### src/rtl/sdram_master_cmd_engine.sv
// SDRAM command engine: valid/ready command channel to registered SDRAM pins,
// with per-command timing and CAS-aligned read return. Optional internal refresh: SDRAM_MASTER_AUTO_REFRESH_EN.
module sdram_master_cmd_engine #(
  parameter int ADDR_WIDTH       = 11,
  parameter int DATA_WIDTH       = 16,
  parameter int BANKSEL_WIDTH    = 2,
  parameter int DQM_WIDTH        = 2,
  parameter int CAS_LATENCY      = 2,
  parameter int T_RCD            = 2,
  parameter int T_RP             = 2,
  parameter int T_RFC            = 7,
  parameter int T_MRD            = 2,
  parameter int REFRESH_INTERVAL = 1560
) (
  input  logic                     clock,
  input  logic                     reset,
  input  logic                     req_valid,
  output logic                     req_ready,
  input  logic [2:0]               req_op,
  input  logic [BANKSEL_WIDTH-1:0] req_bs,
  input  logic [ADDR_WIDTH-1:0]    req_addr,
  input  logic [DATA_WIDTH-1:0]    req_wdata,
  input  logic [DQM_WIDTH-1:0]     req_dqm,
  output logic                     rsp_valid,
  output logic [DATA_WIDTH-1:0]    rsp_rdata,
  output logic                     refresh_busy,
  output logic                     cke,
  output logic                     cs_n,
  output logic                     ras_n,
  output logic                     cas_n,
  output logic                     we_n,
  output logic [BANKSEL_WIDTH-1:0] bs,
  output logic [ADDR_WIDTH-1:0]    addr,
  output logic [DQM_WIDTH-1:0]     dqm,
  output logic [DATA_WIDTH-1:0]    dq_o,
  output logic                     dq_oe,
  input  logic [DATA_WIDTH-1:0]    dq_i
);

  localparam int T_AB  = (T_RCD > T_RP) ? T_RCD : T_RP;
  localparam int T_CD  = (T_RFC > T_MRD) ? T_RFC : T_MRD;
  localparam int T_MAX = (T_AB > T_CD) ? T_AB : T_CD;
  localparam int CNT_W = $clog2(T_MAX + 1);
  localparam logic [CNT_W-1:0] CNT_ONE = CNT_W'(1);
  localparam logic [CNT_W-1:0] W_RCD   = CNT_W'(T_RCD - 1);
  localparam logic [CNT_W-1:0] W_RP    = CNT_W'(T_RP - 1);
  localparam logic [CNT_W-1:0] W_RFC   = CNT_W'(T_RFC - 1);
  localparam logic [CNT_W-1:0] W_MRD   = CNT_W'(T_MRD - 1);

  if (ADDR_WIDTH < 11 || CAS_LATENCY < 1 || CAS_LATENCY > 3 || T_RCD < 1 || T_RP < 1 ||
      T_RFC < 1 || T_MRD < 1 || REFRESH_INTERVAL < 2) begin : g_bad_param
    $error("sdram_master_cmd_engine: parameter out of range");
  end

  typedef enum logic [2:0] {
    OP_NOP = 3'd0, OP_ACT = 3'd1, OP_RD = 3'd2, OP_WR = 3'd3,
    OP_PRE = 3'd4, OP_PALL = 3'd5, OP_REF = 3'd6, OP_LMR = 3'd7
  } op_e;

`ifdef SDRAM_MASTER_AUTO_REFRESH_EN
  typedef enum logic [1:0] {S_IDLE = 2'd0, S_WAIT = 2'd1, S_REFRESH = 2'd2} state_e;
`else
  typedef enum logic [0:0] {S_IDLE = 1'b0, S_WAIT = 1'b1} state_e;
`endif

  function automatic logic [CNT_W-1:0] wait_for(input logic [2:0] op);
    case (op)
      OP_ACT:          wait_for = W_RCD;
      OP_PRE, OP_PALL: wait_for = W_RP;
      OP_REF:          wait_for = W_RFC;
      OP_LMR:          wait_for = W_MRD;
      default:         wait_for = '0;
    endcase
  endfunction

  state_e                   state_q, state_d;
  logic [CNT_W-1:0]         cnt_q, cnt_d, acc_wait;
  logic                     started_q, started_d;
  logic                     is_read_q, is_read_d;
  logic [CAS_LATENCY-1:0]   pipe_q, pipe_d, pipe_shift;
  logic                     rsp_valid_q, rsp_valid_d;
  logic [DATA_WIDTH-1:0]    rsp_rdata_q, rsp_rdata_d;
  logic                     cs_n_q, cs_n_d, ras_n_q, ras_n_d, cas_n_q, cas_n_d, we_n_q, we_n_d;
  logic [BANKSEL_WIDTH-1:0] bs_q, bs_d;
  logic [ADDR_WIDTH-1:0]    addr_q, addr_d;
  logic [DQM_WIDTH-1:0]     dqm_q, dqm_d;
  logic [DATA_WIDTH-1:0]    dq_o_q, dq_o_d;
  logic                     dq_oe_q, dq_oe_d;
  logic                     inflight, hazard, accept;
  logic                     iss_en;
  logic [2:0]               iss_op;
  logic [BANKSEL_WIDTH-1:0] iss_bs;
  logic [ADDR_WIDTH-1:0]    iss_addr;
  logic [DATA_WIDTH-1:0]    iss_wdata;
  logic [DQM_WIDTH-1:0]     iss_dqm;

`ifdef SDRAM_MASTER_AUTO_REFRESH_EN
  localparam int IC_W = $clog2(REFRESH_INTERVAL);
  localparam logic [IC_W-1:0] IC_LAST = IC_W'(REFRESH_INTERVAL - 1);
  logic [IC_W-1:0] ic_q, ic_d;
  logic            pending_q, pending_d, busy_q, busy_d, step_q, step_d, ar_q, ar_d, ref_start;
  assign refresh_busy = busy_q;
`else
  assign refresh_busy = 1'b0;
`endif

  // The read-tracking shift register is fed by the READ currently on the pins.
  if (CAS_LATENCY == 1) begin : g_cl1
    assign pipe_shift = is_read_q;
  end else begin : g_cln
    assign pipe_shift = {pipe_q[CAS_LATENCY-2:0], is_read_q};
  end

  always_comb begin
    state_d   = state_q;
    cnt_d     = cnt_q;
    inflight  = is_read_q | (|pipe_q);
    hazard    = inflight & ((req_op == OP_WR) | (req_op == OP_LMR) |
                            (req_op == OP_PALL) | (req_op == OP_REF));
    req_ready = ~reset & (state_q == S_IDLE) & ~hazard;
`ifdef SDRAM_MASTER_AUTO_REFRESH_EN
    req_ready = req_ready & ~pending_q;
`endif
    accept    = req_valid & req_ready;
    acc_wait  = wait_for(req_op);
    iss_en    = accept;
    iss_op    = req_op;
    iss_bs    = req_bs;
    iss_addr  = req_addr;
    iss_wdata = req_wdata;
    iss_dqm   = req_dqm;

    if (state_q == S_WAIT) begin
      cnt_d   = cnt_q - CNT_ONE;
      state_d = (cnt_q == CNT_ONE) ? S_IDLE : S_WAIT;
    end else if (accept) begin
      cnt_d   = acc_wait;
      state_d = (acc_wait != '0) ? S_WAIT : S_IDLE;
    end else begin
      cnt_d   = cnt_q;
    end

`ifdef SDRAM_MASTER_AUTO_REFRESH_EN
    // Refresh waits for an idle engine with no read data still due back.
    ref_start = pending_q & (state_q == S_IDLE) & ~inflight;
    busy_d    = busy_q;
    step_d    = step_q;
    ar_d      = 1'b0;
    ic_d      = ar_q ? '0 : ((ic_q == IC_LAST) ? ic_q : ic_q + IC_W'(1));
    pending_d = ref_start ? 1'b0 : (pending_q | ((ic_q == IC_LAST) & (state_q != S_REFRESH)));
    if (ref_start) begin
      iss_en = 1'b1; iss_op = OP_PALL; iss_bs = '0; iss_addr = '0; iss_wdata = '0; iss_dqm = '0;
      state_d = S_REFRESH; cnt_d = W_RP; step_d = 1'b0; busy_d = 1'b1;
    end else if (state_q == S_REFRESH) begin
      if (cnt_q != '0) begin
        cnt_d = cnt_q - CNT_ONE;
      end else if (!step_q) begin
        iss_en = 1'b1; iss_op = OP_REF; iss_bs = '0; iss_addr = '0; iss_wdata = '0; iss_dqm = '0;
        cnt_d = W_RFC; step_d = 1'b1; ar_d = 1'b1;
      end else begin
        state_d = S_IDLE; busy_d = 1'b0;
      end
    end else begin
      busy_d = busy_q;
    end
`endif

    started_d = started_q | iss_en;
    cs_n_d    = ~(started_q | iss_en);
    ras_n_d   = 1'b1;
    cas_n_d   = 1'b1;
    we_n_d    = 1'b1;
    bs_d      = '0;
    addr_d    = '0;
    dqm_d     = '0;
    dq_o_d    = '0;
    dq_oe_d   = 1'b0;
    is_read_d = 1'b0;
    if (iss_en) begin
      case (iss_op)
        OP_ACT:  begin ras_n_d = 1'b0; bs_d = iss_bs; addr_d = iss_addr; end
        OP_RD:   begin cas_n_d = 1'b0; bs_d = iss_bs; addr_d = iss_addr; dqm_d = iss_dqm; is_read_d = 1'b1; end
        OP_WR:   begin
          cas_n_d = 1'b0; we_n_d = 1'b0; bs_d = iss_bs; addr_d = iss_addr;
          dqm_d = iss_dqm; dq_o_d = iss_wdata; dq_oe_d = 1'b1;
        end
        OP_PRE:  begin ras_n_d = 1'b0; we_n_d = 1'b0; bs_d = iss_bs; addr_d = iss_addr; addr_d[10] = 1'b0; end
        OP_PALL: begin ras_n_d = 1'b0; we_n_d = 1'b0; bs_d = iss_bs; addr_d = iss_addr; addr_d[10] = 1'b1; end
        OP_REF:  begin ras_n_d = 1'b0; cas_n_d = 1'b0; end
        OP_LMR:  begin ras_n_d = 1'b0; cas_n_d = 1'b0; we_n_d = 1'b0; addr_d = iss_addr; end
        default: begin ras_n_d = 1'b1; end
      endcase
    end else begin
      is_read_d = 1'b0;
    end

    pipe_d      = pipe_shift;
    rsp_valid_d = pipe_q[CAS_LATENCY-1];
    rsp_rdata_d = pipe_q[CAS_LATENCY-1] ? dq_i : rsp_rdata_q;
  end

  always_ff @(posedge clock) begin
    if (reset) begin
      state_q <= S_IDLE; cnt_q <= '0; started_q <= 1'b0; is_read_q <= 1'b0; pipe_q <= '0;
      rsp_valid_q <= 1'b0; rsp_rdata_q <= '0;
      cs_n_q <= 1'b1; ras_n_q <= 1'b1; cas_n_q <= 1'b1; we_n_q <= 1'b1;
      bs_q <= '0; addr_q <= '0; dqm_q <= '0; dq_o_q <= '0; dq_oe_q <= 1'b0;
`ifdef SDRAM_MASTER_AUTO_REFRESH_EN
      ic_q <= '0; pending_q <= 1'b0; busy_q <= 1'b0; step_q <= 1'b0; ar_q <= 1'b0;
`endif
    end else begin
      state_q <= state_d; cnt_q <= cnt_d; started_q <= started_d; is_read_q <= is_read_d; pipe_q <= pipe_d;
      rsp_valid_q <= rsp_valid_d; rsp_rdata_q <= rsp_rdata_d;
      cs_n_q <= cs_n_d; ras_n_q <= ras_n_d; cas_n_q <= cas_n_d; we_n_q <= we_n_d;
      bs_q <= bs_d; addr_q <= addr_d; dqm_q <= dqm_d; dq_o_q <= dq_o_d; dq_oe_q <= dq_oe_d;
`ifdef SDRAM_MASTER_AUTO_REFRESH_EN
      ic_q <= ic_d; pending_q <= pending_d; busy_q <= busy_d; step_q <= step_d; ar_q <= ar_d;
`endif
    end
  end

  assign cke       = 1'b1;
  assign cs_n      = cs_n_q;
  assign ras_n     = ras_n_q;
  assign cas_n     = cas_n_q;
  assign we_n      = we_n_q;
  assign bs        = bs_q;
  assign addr      = addr_q;
  assign dqm       = dqm_q;
  assign dq_o      = dq_o_q;
  assign dq_oe     = dq_oe_q;
  assign rsp_valid = rsp_valid_q;
  assign rsp_rdata = rsp_rdata_q;

endmodule

### config.mk
export PLATFORM = sky130hd
export DESIGN_NAME = sdram_master_cmd_engine
export DESIGN_NICKNAME = d
export VERILOG_FILES = /design/src/rtl/sdram_master_cmd_engine.sv
export SDC_FILE = /design/constraint.sdc
export NUM_CORES = 1
export LEC_CHECK = 0
export BUFFER_PORTS_ARGS = -buffer_cell sky130_fd_sc_hd__buf_4
export CORE_UTILIZATION = 38
export CTS_BUF_LIST = sky130_fd_sc_hd__clkbuf_8
export CTS_CLUSTER_SIZE = 28
export DETAILED_ROUTE_END_ITERATION = 8
export MAX_ROUTING_LAYER = met4
export PLACE_DENSITY_LB_ADDON = 0.08
export SETUP_SLACK_MARGIN = 0.2
export SLEW_MARGIN = 30
export SYNTH_ARGS = -nofsm -noshare
export SYNTH_HDL_FRONTEND = slang
export SYNTH_SLANG_ARGS = --single-unit
### constraint.sdc
create_clock -name clock -period 1.8 [get_ports clock]
set_input_delay 0.09 -clock clock [delete_from_list [all_inputs] [get_ports clock]]
set_output_delay 0.09 -clock clock [all_outputs]
set_load 0.01 [all_outputs]
# Word level (Yosys, flattened, before mapping)
# Cells that the tools add are included.
word_totals:
  reg_bits: 61
  inputBits: 53
  out_inout_bits: 56
  wordCells: 69
op_classes:
  add_sub_neg: 1
  eq_ne: 8
  mux: 13
  n_bitwise: 17
  n_reduce_logical: 14
ops:
  columns: ["operator", "count"]
  rows:
  - ["11-bit one-hot mux with 3 select lines", 1]
  - ["4-bit OR reduction", 4]
  - ["3-bit equality test (second input constant)", 4]
  - ["5-bit OR reduction", 2]
  - ["1-bit two-way mux", 9]
  - ["3-bit OR reduction", 3]
  - ["1-bit inverter", 8]
  - ["3-bit by 1-bit equality test with 1-bit output (second input constant)", 2]
  - ["3-bit by 2-bit equality test with 1-bit output (second input constant)", 2]
  - ["3-bit two-way mux", 2]
  - ["3-bit one-hot mux with 2 select lines", 1]
  - ["2-bit OR reduction", 3]
  - ["1-bit OR", 5]
  - ["1-bit bitwise AND", 4]
  - ["3-bit nonzero test", 1]
  - ["3-bit by 1-bit subtractor with 3-bit output (second input constant)", 1]
  - ["2-bit nonzero test", 1]

# Logic depth before layout (Yosys ltp)
# Gate-level depths: netlist (run 1).
logic_depth:
  word_depth: 10
  ltp_mapped: 6
  mapped_depth_nobuf: 5

# Least setup slack after synthesis (run 1)
# Ideal clock, no wire load.
synth_timing:
  kind: "reg-to-reg"
  startpoint: "register pipe_q[1]"
  endpoint: "register cnt_q[0]"
  setup_time_ps: 86
  arrival_ps: 1656
  t_required_ps: 1714
  path_slack_ps: 58
  stages_incl_launch_ff: 7
  n_path_buf: 2
  synth_period_minus_slack_ps: 1742
  path_cell_list: "dfxtp_1 > buf_6 > or3_4 > buf_6 > and2_4 > or3b_1 > a221oi_2"
synth_between:
  elab_chain_len: 7
synth_lines:
  columns: ["item", "line_no", "text"]
  rows:
  - ["start, declared", "80", "logic [CAS_LATENCY-1:0] pipe_q, pipe_d, pipe_shift;"]
  - ["start signal, assigned", "212", "state_q <= state_d; cnt_q <= cnt_d; started_q <= started_d; is_read_q <= is_read_d; pipe_q <= pipe_d;"]
  - ["2-bit OR reduction", "117", "inflight = is_read_q | (|pipe_q);"]
  - ["1-bit OR", "117", null]
  - ["1-bit bitwise AND", "118", "hazard = inflight & ((req_op == OP_WR) | (req_op == OP_LMR) |"]
  - ["1-bit inverter", "120", "req_ready = ~reset & (state_q == S_IDLE) & ~hazard;"]
  - ["1-bit bitwise AND", "120", null]
  - ["1-bit bitwise AND", "124", "accept = req_valid & req_ready;"]
  - ["2-bit nonzero test (no source line)", null, null]
  - ["end signal, assigned", "212", null]
  - ["end, declared", "77", "logic [CNT_W-1:0] cnt_q, cnt_d, acc_wait;"]
# Every way passes these cells.
# A chain may end at the register's enable or synchronous reset.

# Final worst setup path (run 1)
layout_timing:
  startpoint: "register pipe_q[0]"
  endpoint: "register addr_q[3] (netlist: addr[3])"
layout_between:
  elab_chain_len: 8
layout_lines:
  columns: ["item", "line_no", "text"]
  rows:
  - ["2-bit OR reduction", "117", null]
  - ["1-bit OR", "117", null]
  - ["1-bit bitwise AND", "118", null]
  - ["1-bit inverter", "120", null]
  - ["1-bit bitwise AND", "120", null]
  - ["1-bit bitwise AND", "124", null]
  - ["1-bit inverter (no source line)", null, null]
  - ["2-bit OR reduction (no source line)", null, null]
  - ["end signal, assigned", "215", "bs_q <= bs_d; addr_q <= addr_d; dqm_q <= dqm_d; dq_o_q <= dq_o_d; dq_oe_q <= dq_oe_d;"]
  - ["end, declared", "85", "logic [ADDR_WIDTH-1:0] addr_q, addr_d;"]
# Every way passes these cells.

==> results of run 1 <==
state kept, by name, indices dropped and copies added (netlist names), 2 cells and up:
register	flops
addr	11
bs	2
cnt_q	3
dq_o	16
dqm	2
pipe_q	2
rsp_rdata	16
worst max-delay path, delay by kind of cell (launching register included):
kind | cells | cell delay, ns
AND/OR/NAND/NOR | 2 | 0.52
buffers and inverters | 2 | 0.37
flip-flops | 1 | 0.30
AO/OA/AOI/OAI | 1 | 0.26
logic make-up (layout without fill, tap and decap cells):
group,count (synthesis),in the layout,synth area share
AO/OA/AOI/OAI,21,21,0.0746
buffers and inverters,20,166,0.0484
flip-flops,61,61,0.583
XOR/XNOR,1,1,0.00418
multiplexers,16,16,0.0764
other,2,2,0.00358
adder cells (fa/ha/maj),3,3,0.0167
AND/OR/NAND/NOR,71,71,0.193
cell type report:
type,count,area [µm²],area share
timing repair buffer,146,1180,0.339
clock inverter,4,42.5,0.0122
tap,70,87.6,0.0252
multi-input combinational,114,787,0.226
inverter,6,22.5,0.00648
clock buffer,10,138,0.0396
sequential,61,1220,0.351
final timing paths:
path | endpoint | slack, ns | cells after the start
hold reg to reg | cs_n$_SDFF_PP1_ | 0.44 | 1
setup reg to reg | addr[3]$_SDFF_PP0_ | 0.28 | 5
hold / removal | rsp_rdata[9]$_SDFFE_PP0P_ | 0.007 | 3
setup / recovery | addr[3]$_SDFF_PP0_ | 0.28 | 5
what timing repair did:
action                     4_1_cts  5_1_grt
setup buffers                    1        0
setup endpoints to repair        1        3
hold buffers                    33        0
resized for setup                0        2
pin swaps                        1        0
hold endpoints to repair        33        0
where the power goes:
| group | internal, mW | total, mW | switching [mW] |
|---|---|---|---|
| logic | 0.202 | 0.327 | 0.126 |
| registers | 1.38 | 1.40 | 0.0135 |
| clock network | 0.650 | 1.13 | 0.478 |
| total | 2.24 | 2.85 | 0.617 |
synth_stat cells (all sizes together) (2+ instances only):
library cell  instances
conb                  2
clkbuf                5
nor2                 18
a21o                  2
o2111a                2
ha                    2
a21oi                 6
dfxtp                61
and2                 28
or3b                  2
mux2i                16
nor3                  3
and3                  2
o21ai                 4
nor2b                 5
nor4                  2
a311oi                2
inv                   6
nand2                 6
nand3                 2
buf                   9
routing by layer:
layer  vias to the layer above  share of wire
li1                        920              -
met1                       795           0.45
met2                        71           0.48
met3                         7          0.064
met4                         0          0.012
met5                         -              0
through the flow:
stage,hold WS [ns],std cells,power [mW]
floorplan,0.212,195,1.56
global placement,0.291,363,1.69
detailed placement,0.294,363,1.69
CTS,0.00134,411,2.88
global route,0.00554,411,2.99
finish,0.00737,411,2.85
cells in the final DEF (no fill, tap or decap), types with 2 or more instances in the layout:
master	n
clkbuf_8	10
mux2i_1	16
and2_1	27
nand2_1	6
and3_1	2
dlygate4sd3_1	33
o21ai_0	4
nor2b_1	5
o2111a_1	2
buf_4	113
a21oi_1	6
conb_1	2
dfxtp_1	61
ha_1	2
nor2_1	18
nor3_1	2
a21o_1	2
inv_1	8
nand3_1	2
==> impl_metrics.tcl, run 1 <==
set metrics [dict create \
    grt.overflow.total 0 \
    clock_latency_ns 0.32 \
    finish.utilization 0.668 \
    drc 0 \
    fill_cells 421 \
    diodes 0 \
    dpl-instance-area_um2 2950 \
    hold_class "in -> reg" \
    grt_max_degree 26 \
    numCtsBuffers 9 \
    gp_congestion 0.750 \
    finalSetupViolCount 0 \
    setup_tns_ns 0 \
    num_vias 1793 \
    grt_use_met3 0.0527 \
    rsz0062_at_grt "yes" \
    synth.avg_cell_area_um2 10.7 \
    grt_pass1_vias 1805 \
    hold_start "dq_i[9]" \
    cts_num_sinks 61 \
    crit_type "reg -> reg" \
    yosys-top-cells-area "dfxtp_1, and2_1, mux2i_1, nor2_1, nor2b_1" \
    clk_pin_slew_ns 0.06 \
    critPathSlowestCell "or3_4" \
    fin_crit_ns 1.52 \
    synth_top_area_share 0.583 \
    cts_tree "built" \
    synth_fp_nets 250 \
    synthArstFlopShare 0 \
    post-place-ws_ns 0.265 \
    start_util 0.403 \
    p_per_area_nw_per_um2 820 \
    outcome "finished clean" \
    yosys.area.top_type "dfxtp_1" \
    finalInstanceArea_um2 3480 \
    ys_ff_latch 61 \
    track_usage 0.185 \
    synthFlopType "dfxtp_1" \
    rows 26 \
    synth_cell_types 38 \
    synth-edff-count 0 \
    viasPerCell 4.36 \
    r2r-start "pipe_q[0]$_SDFF_PP0_" \
    hold_violations 0 \
    grt_pass1_wl_um 8260 \
    drive_gt1_frac 0.396 \
    yosysSeqAreaShare 0.583 \
    final_antenna_net_count 0 \
    synth_cells 195 \
    max_freq_mhz 658 \
    crit_arrival_ns 1.78 \
    clock_path_buffers 2 \
    grt.busiest_layer "met2" \
    finalCritPeriodShare 0.845 \
    drtIter0Drc 86 \
    syn_area_um2 2100 \
    dp_hpwl_um 3250 \
    leakage_nw 1.59 \
    wirelength_um 4970 \
    crit_chain "or3_4 > buf_4 > a311oi_2 > buf_4 > and2_1" \
    syn_to_final_growth_pct 65.9 \
    start_kind "flop" \
    crit_fanout 10 \
    pin_count 109 \
    critical-path-max-stage-delay_ns 0.38 \
    cp_common_cell "buf_4" \
    setup_ws_ns 0.280 \
    portBuffers 106 \
    grt.met2_usage 0.288 \
    h-tree-depth 3 \
    antenna_found_initial 0 \
    core_um2 5200 \
    skew_ns 0.00831 \
    end_kind "flop" \
    use_met1 0.226 \
    cp.required_ns 2.06 \
    firstDrtPassIters 4 \
    dieArea_um2 5820 \
    drv_slew 0 \
    maxCapViolCount 0 \
    nets 393 \
    cts-root-buf "clkbuf_8" \
    setup.worst_path.start "pipe_q[0]$_SDFF_PP0_" \
    yosysWarningCount 0 \
    peakVddDrop_mv 0.520 \
    die_y_um 76.3 \
    die_w_um 76.3 \
    wire_per_inst_um 12.1 \
]
(Power assumes the default switching activity.)
==> inputs of run 2 (changes only) <==
--- a/config.mk
+++ b/config.mk
@@ -5,6 +5,7 @@
 export SDC_FILE = /design/constraint.sdc
 export NUM_CORES = 1
 export LEC_CHECK = 0
+export ABC_AREA = 1
 export BUFFER_PORTS_ARGS = -buffer_cell sky130_fd_sc_hd__buf_4
 export CORE_UTILIZATION = 38
 export CTS_BUF_LIST = sky130_fd_sc_hd__clkbuf_8
==> constraint.sdc (replaced) <==
create_clock -name clock -period 1.4 [get_ports clock]
set_input_delay 0.07 -clock clock [delete_from_list [all_inputs] [get_ports clock]]
set_output_delay 0.07 -clock clock [all_outputs]
set_load 0.01 [all_outputs]
==> impl_metrics.tcl, run 2 <==
set metrics [dict create \
    yosys.area_share.xor_xnor 0 \
    cpLargestDelayFamily "simple AND/OR/NAND/NOR gates" \
    ys_ff_latch 61 \
    hold_violations 0 \
    num_vias 2134 \
    synthFlopType "dfxtp_1" \
    hold_class "in -> reg" \
    fin_crit_ns 1.24 \
    max_freq_mhz 805 \
    clock_path_buffers 2 \
    clock_latency_ns 0.33 \
    dp_hpwl_um 3310 \
    synth_top_area_share 0.560 \
    wirelength_um 5580 \
    synth-compound-area-share 0.0620 \
    post-synth-top-count-cell "nor2_1" \
    cp.required_ns 1.67 \
    cts-root-buf "clkbuf_8" \
    drc 0 \
    finalCritPeriodShare 0.888 \
    setup_ws_ns 0.157 \
    pin_count 109 \
    viasPerCell 4.30 \
    grt_pass1_vias 2084 \
    portBuffers 106 \
    cts_num_sinks 61 \
    crit_fanout 8 \
    cp_num_buf_inv 1 \
    outcome "finished clean" \
    rows 27 \
    die_w_um 77.7 \
    critPathSlowestCell "dfxtp_2" \
    grt_pass1_wl_um 9010 \
    dp_cells 423 \
    diodes 0 \
    end_kind "flop" \
    die_y_um 77.7 \
    muxShareOfSynthArea 0 \
    start_kind "flop" \
    syn_area_um2 2180 \
    clk_pin_slew_ns 0.07 \
    synth_cells 253 \
    rsz0062_at_grt "yes" \
    maxCapViolCount 0 \
    yosys.area_share.simple 0.262 \
    grt_max_degree 20 \
    yosys-top-cells-area "dfxtp_1, nor2_1, nor2_4, inv_1, o21ai_0" \
    synth_top_family_by_area "simple AND/OR/NAND/NOR gates" \
    final_cell_mix "buf_4, dfxtp_1, nor2_1" \
    fill_cells 446 \
    track_usage 0.200 \
    critical-path-max-stage-delay_ns 0.33 \
    wire_per_inst_um 11.3 \
    synth_cell_types 23 \
    nets 474 \
    leakage_nw 1.91 \
    dieArea_um2 6040 \
    grt.overflow.total 0 \
    antenna_found_initial 0 \
    crit_type "reg -> reg" \
    finalSetupViolCount 0 \
    final-instance-count-excl-fill 496 \
    yosys.area.top_type "dfxtp_1" \
    crit_chain "nor2_4 > nand2_2 > nand3_4 > nand3_4 > nor2_4 > buf_12 > nand2_8 > nor2_4" \
    skew_ns 0.00771 \
    cp_common_cell "nor2_4" \
    synth.avg_cell_area_um2 8.61 \
    finish.utilization 0.706 \
    synthTopCellsByCount "nor2_1, dfxtp_1, inv_1" \
    drive_gt1_frac 0.394 \
    crit_arrival_ns 1.51 \
    yosysSeqAreaShare 0.560 \
    yosysWarningCount 0 \
    p_per_area_nw_per_um2 1040 \
    synth-edff-count 0 \
    start_util 0.396 \
    layout_commonest_cell "buf_4" \
    setup_tns_ns 0 \
    drv_slew 0 \
    holdWs_ns 0.0333 \
    synthArstFlopShare 0 \
    final_antenna_net_count 0 \
    synth_fp_nets 308 \
    numCtsBuffers 9 \
    synthAdderAreaFrac 0.0115 \
    h-tree-depth 3 \
    core_um2 5510 \
    syn_to_final_growth_pct 78.5 \
    firstDrtPassIters 4 \
    cts_tree "built" \
    post-place-ws_ns 0.0912 \
    gp_congestion 0.796 \
    drtIter0Drc 66 \
    peakVddDrop_mv 0.664 \
]
[run 2: layout make-up]
type / instances / area, µm² / area share
Timing Repair Buffer: 164 / 1390 / 0.358
Sequential cell: 61 / 1220 / 0.315
Multi-Input combinational cell: 146 / 807 / 0.207
Clock buffer: 11 / 151 / 0.0389
Inverter: 37 / 151 / 0.0389
Tap cell: 72 / 90.1 / 0.0232
Clock inverter: 5 / 73.8 / 0.0190
[run 2: metrics by stage]
stage,power [mW],cell area (µm²)
after floorplan,2.01,2180
after global placement,2.19,3000
after detailed placement,2.19,3000
after CTS,4.05,3800
after global routing,4.25,3890
final,4.04,3890
[run 2: where the power goes]
group          switching (mW)  total [mW]  internal, mW
Sequential             0.0179        1.80          1.78
Combinational           0.222       0.524         0.302
Clock                   0.629        1.72          1.09
Total                   0.869        4.04          3.17
[run 2: worst paths after layout]
path,start,end,slack (ns),cells past startpoint
setup / recovery,pipe_q[1]$_SDFF_PP0_,dq_o[15]$_SDFF_PP0_,0.16,8
hold / removal,reset,started_q$_SDFF_PP0_,0.03,2
setup reg to reg,pipe_q[1]$_SDFF_PP0_,dq_o[15]$_SDFF_PP0_,0.16,8
hold reg to reg,is_read_q$_SDFF_PP0_,pipe_q[0]$_SDFF_PP0_,0.44,2
[run 2: worst register-to-register path, stage by stage (launching register included)]
cell,delay (ns)
dfxtp_2,0.33
nor2_4,0.09
nand2_2,0.06
nand3_4,0.07
nand3_4,0.12
nor2_4,0.15
buf_12,0.14
nand2_8,0.11
nor2_4,0.12
[run 2: cells by family after synthesis]
family                   Yosys count
AND/OR/NAND/NOR                  114
AO/OA/AOI/OAI                     27
other                              2
adder cells (fa/ha/maj)            2
buffers and inverters             47
flip-flops                        61
[run 2: routing by layer]
metal | vias up | share of wire | track usage
met2 | 59 | 0.53 | 0.342
met4 | 0 | 0.014 | 0.0962
met5 | - | 0 | -
met1 | 976 | 0.42 | 0.221
met3 | 8 | 0.040 | 0.0424
li1 | 1091 | - | -
[run 2: repair_timing]
action	4_1_cts	5_1_grt
hold buffers	48	0
endpoints found under the hold margin	51	0
buffers inserted	5	3
resized for setup	8	17
setup endpoints to repair	20	24
gates cloned	1	0
pin swaps	2	4
